`src/rtl/serial_subtractor_8bit_pkg.sv`:
```
// ---------------------------------------------------------------------------
// serial_subtractor_8bit_pkg
//   Shared ALU constants and types for the bit-serial subtractor.
//   - ALU_WIDTH / ALU_OUT_WIDTH : operand width and result bus width, kept
//     identical to the values used by the carry-lookahead adder.
//   - sub_state_e               : serial subtractor FSM encoding.
//   - fs_borrow / fs_diff       : single-bit full-subtractor equations.
// ---------------------------------------------------------------------------
package serial_subtractor_8bit_pkg;

   localparam int ALU_WIDTH     = 8;
   localparam int ALU_OUT_WIDTH = 16;

   typedef enum logic [1:0] {
      ST_IDLE = 2'd0,
      ST_RUN  = 2'd1,
      ST_DONE = 2'd2
   } sub_state_e;

   // Difference bit of a - b - bin.
   function automatic logic fs_diff(input logic a, input logic b, input logic bin);
      return a ^ b ^ bin;
   endfunction

   // Borrow out of a - b - bin: borrow when a < b, or when a == b and a
   // borrow is already pending.
   function automatic logic fs_borrow(input logic a, input logic b, input logic bin);
      return (~a & b) | (~(a ^ b) & bin);
   endfunction

endpackage

```
`src/rtl/serial_subtractor_8bit_fs.sv`:
```
// ---------------------------------------------------------------------------
// full_subtractor_1bit
//   Purely combinational one-bit full subtractor, reused on every serial step.
//   Ports:
//     a    in  1  minuend bit
//     b    in  1  subtrahend bit
//     bin  in  1  borrow-in
//     d    out 1  difference bit
//     bout out 1  borrow-out
// ---------------------------------------------------------------------------
module full_subtractor_1bit
   import serial_subtractor_8bit_pkg::*;
(
   input  logic a,
   input  logic b,
   input  logic bin,
   output logic d,
   output logic bout
);

   assign d    = fs_diff(a, b, bin);
   assign bout = fs_borrow(a, b, bin);

endmodule

```
`src/rtl/serial_subtractor_8bit.sv`:
```
// ---------------------------------------------------------------------------
// serial_subtractor_8bit
//   Bit-serial subtractor computing (a - b - bin) one bit per clock, LSB
//   first. Result is presented zero-extended on OUT_WIDTH bits and gated by
//   enable_sub, matching the ALU result mux format.
//   Ports:
//     clk        in  1          rising-edge clock
//     rst_n      in  1          asynchronous active-low reset
//     a          in  WIDTH      minuend, sampled on an accepted start
//     b          in  WIDTH      subtrahend, sampled on an accepted start
//     bin        in  1          borrow-in, sampled on an accepted start
//     enable_sub in  1          qualifies start, aborts RUN, gates outputs
//     start      in  1          level-sampled request
//     busy       out 1          high in RUN and DONE
//     done       out 1          one-cycle completion pulse
//     DIFF       out OUT_WIDTH  {zeros, diff}, 0 while enable_sub is low
//     BOUT       out 1          borrow-out, 0 while enable_sub is low
// ---------------------------------------------------------------------------
module serial_subtractor_8bit
   import serial_subtractor_8bit_pkg::*;
#(
   parameter int WIDTH     = ALU_WIDTH,
   parameter int OUT_WIDTH = ALU_OUT_WIDTH
)
(
   input  logic                 clk,
   input  logic                 rst_n,
   input  logic [WIDTH-1:0]     a,
   input  logic [WIDTH-1:0]     b,
   input  logic                 bin,
   input  logic                 enable_sub,
   input  logic                 start,
   output logic                 busy,
   output logic                 done,
   output logic [OUT_WIDTH-1:0] DIFF,
   output logic                 BOUT
);

   localparam int                CNT_W     = $clog2(WIDTH);
   localparam logic [CNT_W-1:0]  LAST_STEP = CNT_W'(WIDTH - 1);
   localparam int                PAD_W     = OUT_WIDTH - WIDTH;

   sub_state_e       state_r;
   sub_state_e       state_nxt_s;
   logic [CNT_W-1:0] cnt_r;
   logic [WIDTH-1:0] a_sh_r;
   logic [WIDTH-1:0] b_sh_r;
   logic [WIDTH-1:0] diff_sh_r;
   logic [WIDTH-1:0] result_r;
   logic             borrow_r;
   logic             bout_r;

   logic             d_s;
   logic             borrow_step_s;
   logic             accept_s;
   logic             step_s;
   logic             last_s;
   logic [WIDTH-1:0] diff_shifted_s;

   full_subtractor_1bit u_fs (
      .a    (a_sh_r[0]),
      .b    (b_sh_r[0]),
      .bin  (borrow_r),
      .d    (d_s),
      .bout (borrow_step_s)
   );

   // New difference bit enters at the MSB so the first (LSB) bit ends up at
   // bit 0 after WIDTH shifts.
   assign diff_shifted_s = {d_s, diff_sh_r[WIDTH-1:1]};

   // FSM state register.
   always_ff @(posedge clk or negedge rst_n) begin
      if (!rst_n) begin
         state_r <= ST_IDLE;
      end else begin
         state_r <= state_nxt_s;
      end
   end

   // Next-state and datapath control decode.
   always_comb begin
      state_nxt_s = state_r;
      accept_s    = 1'b0;
      step_s      = 1'b0;
      last_s      = 1'b0;
      case (state_r)
         ST_IDLE: begin
            if (start && enable_sub) begin
               state_nxt_s = ST_RUN;
               accept_s    = 1'b1;
            end else begin
               state_nxt_s = ST_IDLE;
            end
         end
         ST_RUN: begin
            // Dropping enable_sub abandons the operation; the abort wins
            // even on the final step so no done and no result update occur.
            if (!enable_sub) begin
               state_nxt_s = ST_IDLE;
            end else begin
               step_s = 1'b1;
               if (cnt_r == LAST_STEP) begin
                  last_s      = 1'b1;
                  state_nxt_s = ST_DONE;
               end else begin
                  state_nxt_s = ST_RUN;
               end
            end
         end
         ST_DONE: begin
            state_nxt_s = ST_IDLE;
         end
         default: begin
            state_nxt_s = ST_IDLE;
         end
      endcase
   end

   // Operand shift registers, running borrow and step counter.
   always_ff @(posedge clk or negedge rst_n) begin
      if (!rst_n) begin
         a_sh_r    <= {WIDTH{1'b0}};
         b_sh_r    <= {WIDTH{1'b0}};
         diff_sh_r <= {WIDTH{1'b0}};
         borrow_r  <= 1'b0;
         cnt_r     <= {CNT_W{1'b0}};
      end else if (accept_s) begin
         a_sh_r    <= a;
         b_sh_r    <= b;
         diff_sh_r <= {WIDTH{1'b0}};
         borrow_r  <= bin;
         cnt_r     <= {CNT_W{1'b0}};
      end else if (step_s) begin
         a_sh_r    <= {1'b0, a_sh_r[WIDTH-1:1]};
         b_sh_r    <= {1'b0, b_sh_r[WIDTH-1:1]};
         diff_sh_r <= diff_shifted_s;
         borrow_r  <= borrow_step_s;
         cnt_r     <= last_s ? {CNT_W{1'b0}} : (cnt_r + CNT_W'(1));
      end
   end

   // Completed result: holds until the next completion or reset.
   always_ff @(posedge clk or negedge rst_n) begin
      if (!rst_n) begin
         result_r <= {WIDTH{1'b0}};
         bout_r   <= 1'b0;
      end else if (last_s) begin
         result_r <= diff_shifted_s;
         bout_r   <= borrow_step_s;
      end
   end

   // Status is a direct decode of the state register; result outputs are
   // gated by enable_sub, the only combinational input-to-output path.
   assign busy = (state_r != ST_IDLE);
   assign done = (state_r == ST_DONE);
   assign DIFF = enable_sub ? {{PAD_W{1'b0}}, result_r} : {OUT_WIDTH{1'b0}};
   assign BOUT = enable_sub & bout_r;

endmodule

```
`config.mk`:
```
export PLATFORM = sky130hd
export DESIGN_NAME = serial_subtractor_8bit
export DESIGN_NICKNAME = d
export VERILOG_FILES = /design/src/rtl/serial_subtractor_8bit_pkg.sv /design/src/rtl/serial_subtractor_8bit_fs.sv /design/src/rtl/serial_subtractor_8bit.sv
export SDC_FILE = /design/constraint.sdc
export NUM_CORES = 1
export LEC_CHECK = 0
export CORE_MARGIN = 4
export CORE_UTILIZATION = 45
export DETAILED_ROUTE_END_ITERATION = 10
export GPL_ROUTABILITY_DRIVEN = 0
export PLACE_DENSITY_LB_ADDON = 0.1
export SLEW_MARGIN = 20
export SYNTH_ARGS = -nofsm -noshare
export SYNTH_HDL_FRONTEND = slang
export SYNTH_HIERARCHICAL = 1
export SYNTH_SLANG_ARGS = --single-unit
```
`constraint.sdc`:
```
create_clock -name clk -period 1.77 [get_ports clk]
set_input_delay 0.354 -clock clk [delete_from_list [all_inputs] [get_ports clk]]
set_output_delay 0.354 -clock clk [all_outputs]
set_load 0.02 [all_outputs]
```
==> results_dict.tcl <==
set metrics [dict create \
    async_flop_share_pct 100 \
    clock_latency_ns 0.29 \
    p_sw_share_pct 23.4 \
    timing.final.ws_setup_ns 0.0772 \
    die-area_sq_um 5100 \
    diodes 0 \
    grt_overflow 0 \
    finalHoldViolCount 0 \
    grt_max_degree 21 \
    setup_viol 0 \
    skew_ns 0.00557 \
    grt_pass1_wl_mm 5.76 \
    p_per_area_nw_per_um2 994 \
    seq_area_frac_synth_pct 52.6 \
    p_comb_share_pct 14.5 \
    syn_area_per_cell_sq_um 11.0 \
    ys_seq_elements 38 \
    rrSetupSlack_ns 0.28 \
    yosys.cell_count.top_type "dfrtp_1" \
    layout_min_cycle_time_ns 1.69 \
    io_pins 40 \
    firstDrtPassIters 4 \
    crit_type "reg2out" \
    wl_met1_mm 1.46 \
    ir_drop_mv 0.567 \
    wirelength_mm 3.37 \
    cp_max_fo 7 \
    status "complete, no violations" \
    wl_met2_mm 1.67 \
    die_w_um 71.4 \
    rsz0062_at_grt "false" \
    yosys_warnings 6 \
    cts_buffers 5 \
    die_h_um 71.4 \
    p_sw_w 0.000534 \
    synth.area.top_cells "dfrtp_1 53%, a21oi_1 8.0%, mux2_4 7.5%" \
    drv_slew 0 \
    dp_slack_ns -0.288 \
    coreArea_sq_um 3770 \
    wl_per_cell_um 13.2 \
    multi_input_comb_area_sq_um 738 \
    hold_class "in2async" \
    hpwl_mm 2.47 \
    seqCellArea_sq_um 951 \
    intPower_w 0.00175 \
    area_growth_pct 27.0 \
    dr_total_vias 1287 \
    syn_area_sq_um 1810 \
    ys_top_cells_by_count "38 x dfrtp_1, 29 x a21oi_1, 16 x nand2_1, 14 x nor2_1, 10 x buf_4" \
    met3_length_um 176 \
    cts_setup_buffers 0 \
    yosysUniqueCellTypes 29 \
    final_cell_area_sq_um 2300 \
    cts.sinks 38 \
    p_clk_share_pct 39.4 \
    antenna_found_initial 0 \
    max_freq_mhz 591 \
    cts.path.max_buffers 2 \
    dpl.cell_count 248 \
    cp_data_required_time_ns 1.42 \
    instances_no_fill 256 \
    num-nets-final 231 \
    synth-edff-count 0 \
    placed_cell_area_sq_um 2200 \
    start_kind "register" \
    synthFlopType "dfrtp_1" \
    drtIter0Drc 66 \
    synth.largest_area_cell "dfrtp_1" \
    ant_nets 0 \
    clk_pin_slew_ns 0.08 \
    reg2reg_depth 4 \
    pwr-share-seq_pct 46.1 \
    leakage_nw 1.16 \
    initial_core_util_pct 48.0 \
    io_buffers 31 \
    fillCellCount 330 \
    num_rows 22 \
    period_share_pct 95.6 \
    htreeDepth 2 \
    synth_cells 165 \
    dr.max_layer_used "met4" \
    critical_path_arrival_ns 1.34 \
    drc 0 \
    endpoint_kind "primary output" \
    grt_pass1_vias 1282 \
    vias_per_cell 5.03 \
    grtUsageTotal_pct 14.5 \
    cts_tree "done" \
    cts_root_buf "clkbuf_8" \
    fin_util_pct 60.9 \
    drive_gt1_share_pct 21.2 \
    maxCapViolCount 0 \
    synth_top_area_share_pct 52.6 \
    cts_hold_buf 0 \
]
## cells in the final DEF (no fill, tap or decap)
| cell | synthesis | final |
|---|---|---|
| and3b_1 | 1 | 1 |
| nor2_2 | 1 | 1 |
| clkbuf_2 | 0 | 9 |
| buf_2 | 3 | 1 |
| or2_2 | 1 | 1 |
| fa_1 | 1 | 1 |
| dfrtp_1 | 38 | 38 |
| nor2b_1 | 1 | 1 |
| and4bb_1 | 1 | 1 |
| buf_12 | 0 | 2 |
| nand3b_1 | 1 | 1 |
| a22o_1 | 9 | 9 |
| ha_1 | 2 | 2 |
| a22oi_1 | 1 | 1 |
| clkdlybuf4s50_1 | 0 | 19 |
| nor2_1 | 14 | 14 |
| mux2i_1 | 1 | 1 |
| nand4bb_1 | 1 | 1 |
| clkbuf_8 | 0 | 6 |
| inv_1 | 5 | 5 |
| a32o_1 | 2 | 2 |
| nand2_8 | 1 | 1 |
| a21oi_1 | 29 | 29 |
| or3_1 | 1 | 1 |
| mux2_4 | 9 | 9 |
| buf_4 | 10 | 12 |
| nor3b_1 | 1 | 1 |
| o21ai_0 | 1 | 1 |
| and2_1 | 9 | 9 |
| dlygate4sd2_1 | 0 | 2 |
| bufinv_16 | 0 | 2 |
| nand2_1 | 16 | 16 |
| conb_1 | 1 | 8 |
## cell type report
class | count | area share [%]
clock buffers | 6 | 3.59
clock inverters | 2 | 2.61
inverters | 5 | 0.817
multi-input cells | 112 | 32.1
flip-flops and latches | 38 | 41.4
well taps | 48 | 2.61
repair buffers | 45 | 16.9
## power groups by stage
stage,Clock [W],Combinational [W],Sequential (W)
global route,0.000964,0.000383,0.00107
finish,0.000901,0.000331,0.00105
detailed placement,0,0.000339,0.00107
floorplan,0,0.000232,0.00105
global placement,0,0.000330,0.00106
CTS,0.000925,0.000338,0.00105
## final timing paths
check,startpoint,to
hold / removal,rst_n,result_r[6]
setup reg to reg,cnt_r[0],cnt_r[0]
setup / recovery,state_r[1],busy
min in group clk,result_r[5],result_r[5]
max in group asynchronous,rst_n,diff_sh_r[3]
hold reg to reg,result_r[5],result_r[5]
## routing by layer
layer / GRT usage, % / vias up
met5: 0 / -
met4: 6.89 / 0
met3: 4.21 / 7
met2: 24.1 / 33
met1: 17.3 / 618
li1: - / 629
## metrics by stage
step | total power, W | hold slack [ns] | setup TNS (ns)
final | 0.00229 | 0.00856 | 0
after global placement | 0.00139 | 0.329 | -7.71
after floorplan | 0.00128 | 0.0584 | 0
after CTS | 0.00232 | 0.0191 | 0
after detailed placement | 0.00141 | 0.337 | -8.78
after global routing | 0.00242 | 0.0305 | 0
## registers in the layout (all words and copies together), names as in the netlist
signal / cells
a_sh_r: 8
b_sh_r: 8
borrow_r: 1
bout_r: 1
cnt_r: 3
diff_sh_r: 7
result_r: 8
state_r: 2
## worst max-delay path, stage by stage, from the launching register on
cell and delay [ns]:
dfrtp_1 0.43, or2_2 0.30, dlygate4sd2_1 0.32
## cell families after synthesis
kind of cell             count (synthesis)  synth area share, %
flip-flops                              38                 52.6
buffers and inverters                   22                 8.09
AND/OR/NAND/NOR                         49                 14.5
adder cells (fa/ha/maj)                  3                 2.49
multiplexers                            10                 8.02
AO/OA/AOI/OAI                           42                 14.2
other                                    1                0.207
## repair_timing
item	CTS	global route
resized for setup	20	9
gates cloned	0	0
setup endpoints to repair	11	9
pin swaps	0	0
Power figures use the tool's default switching activity.
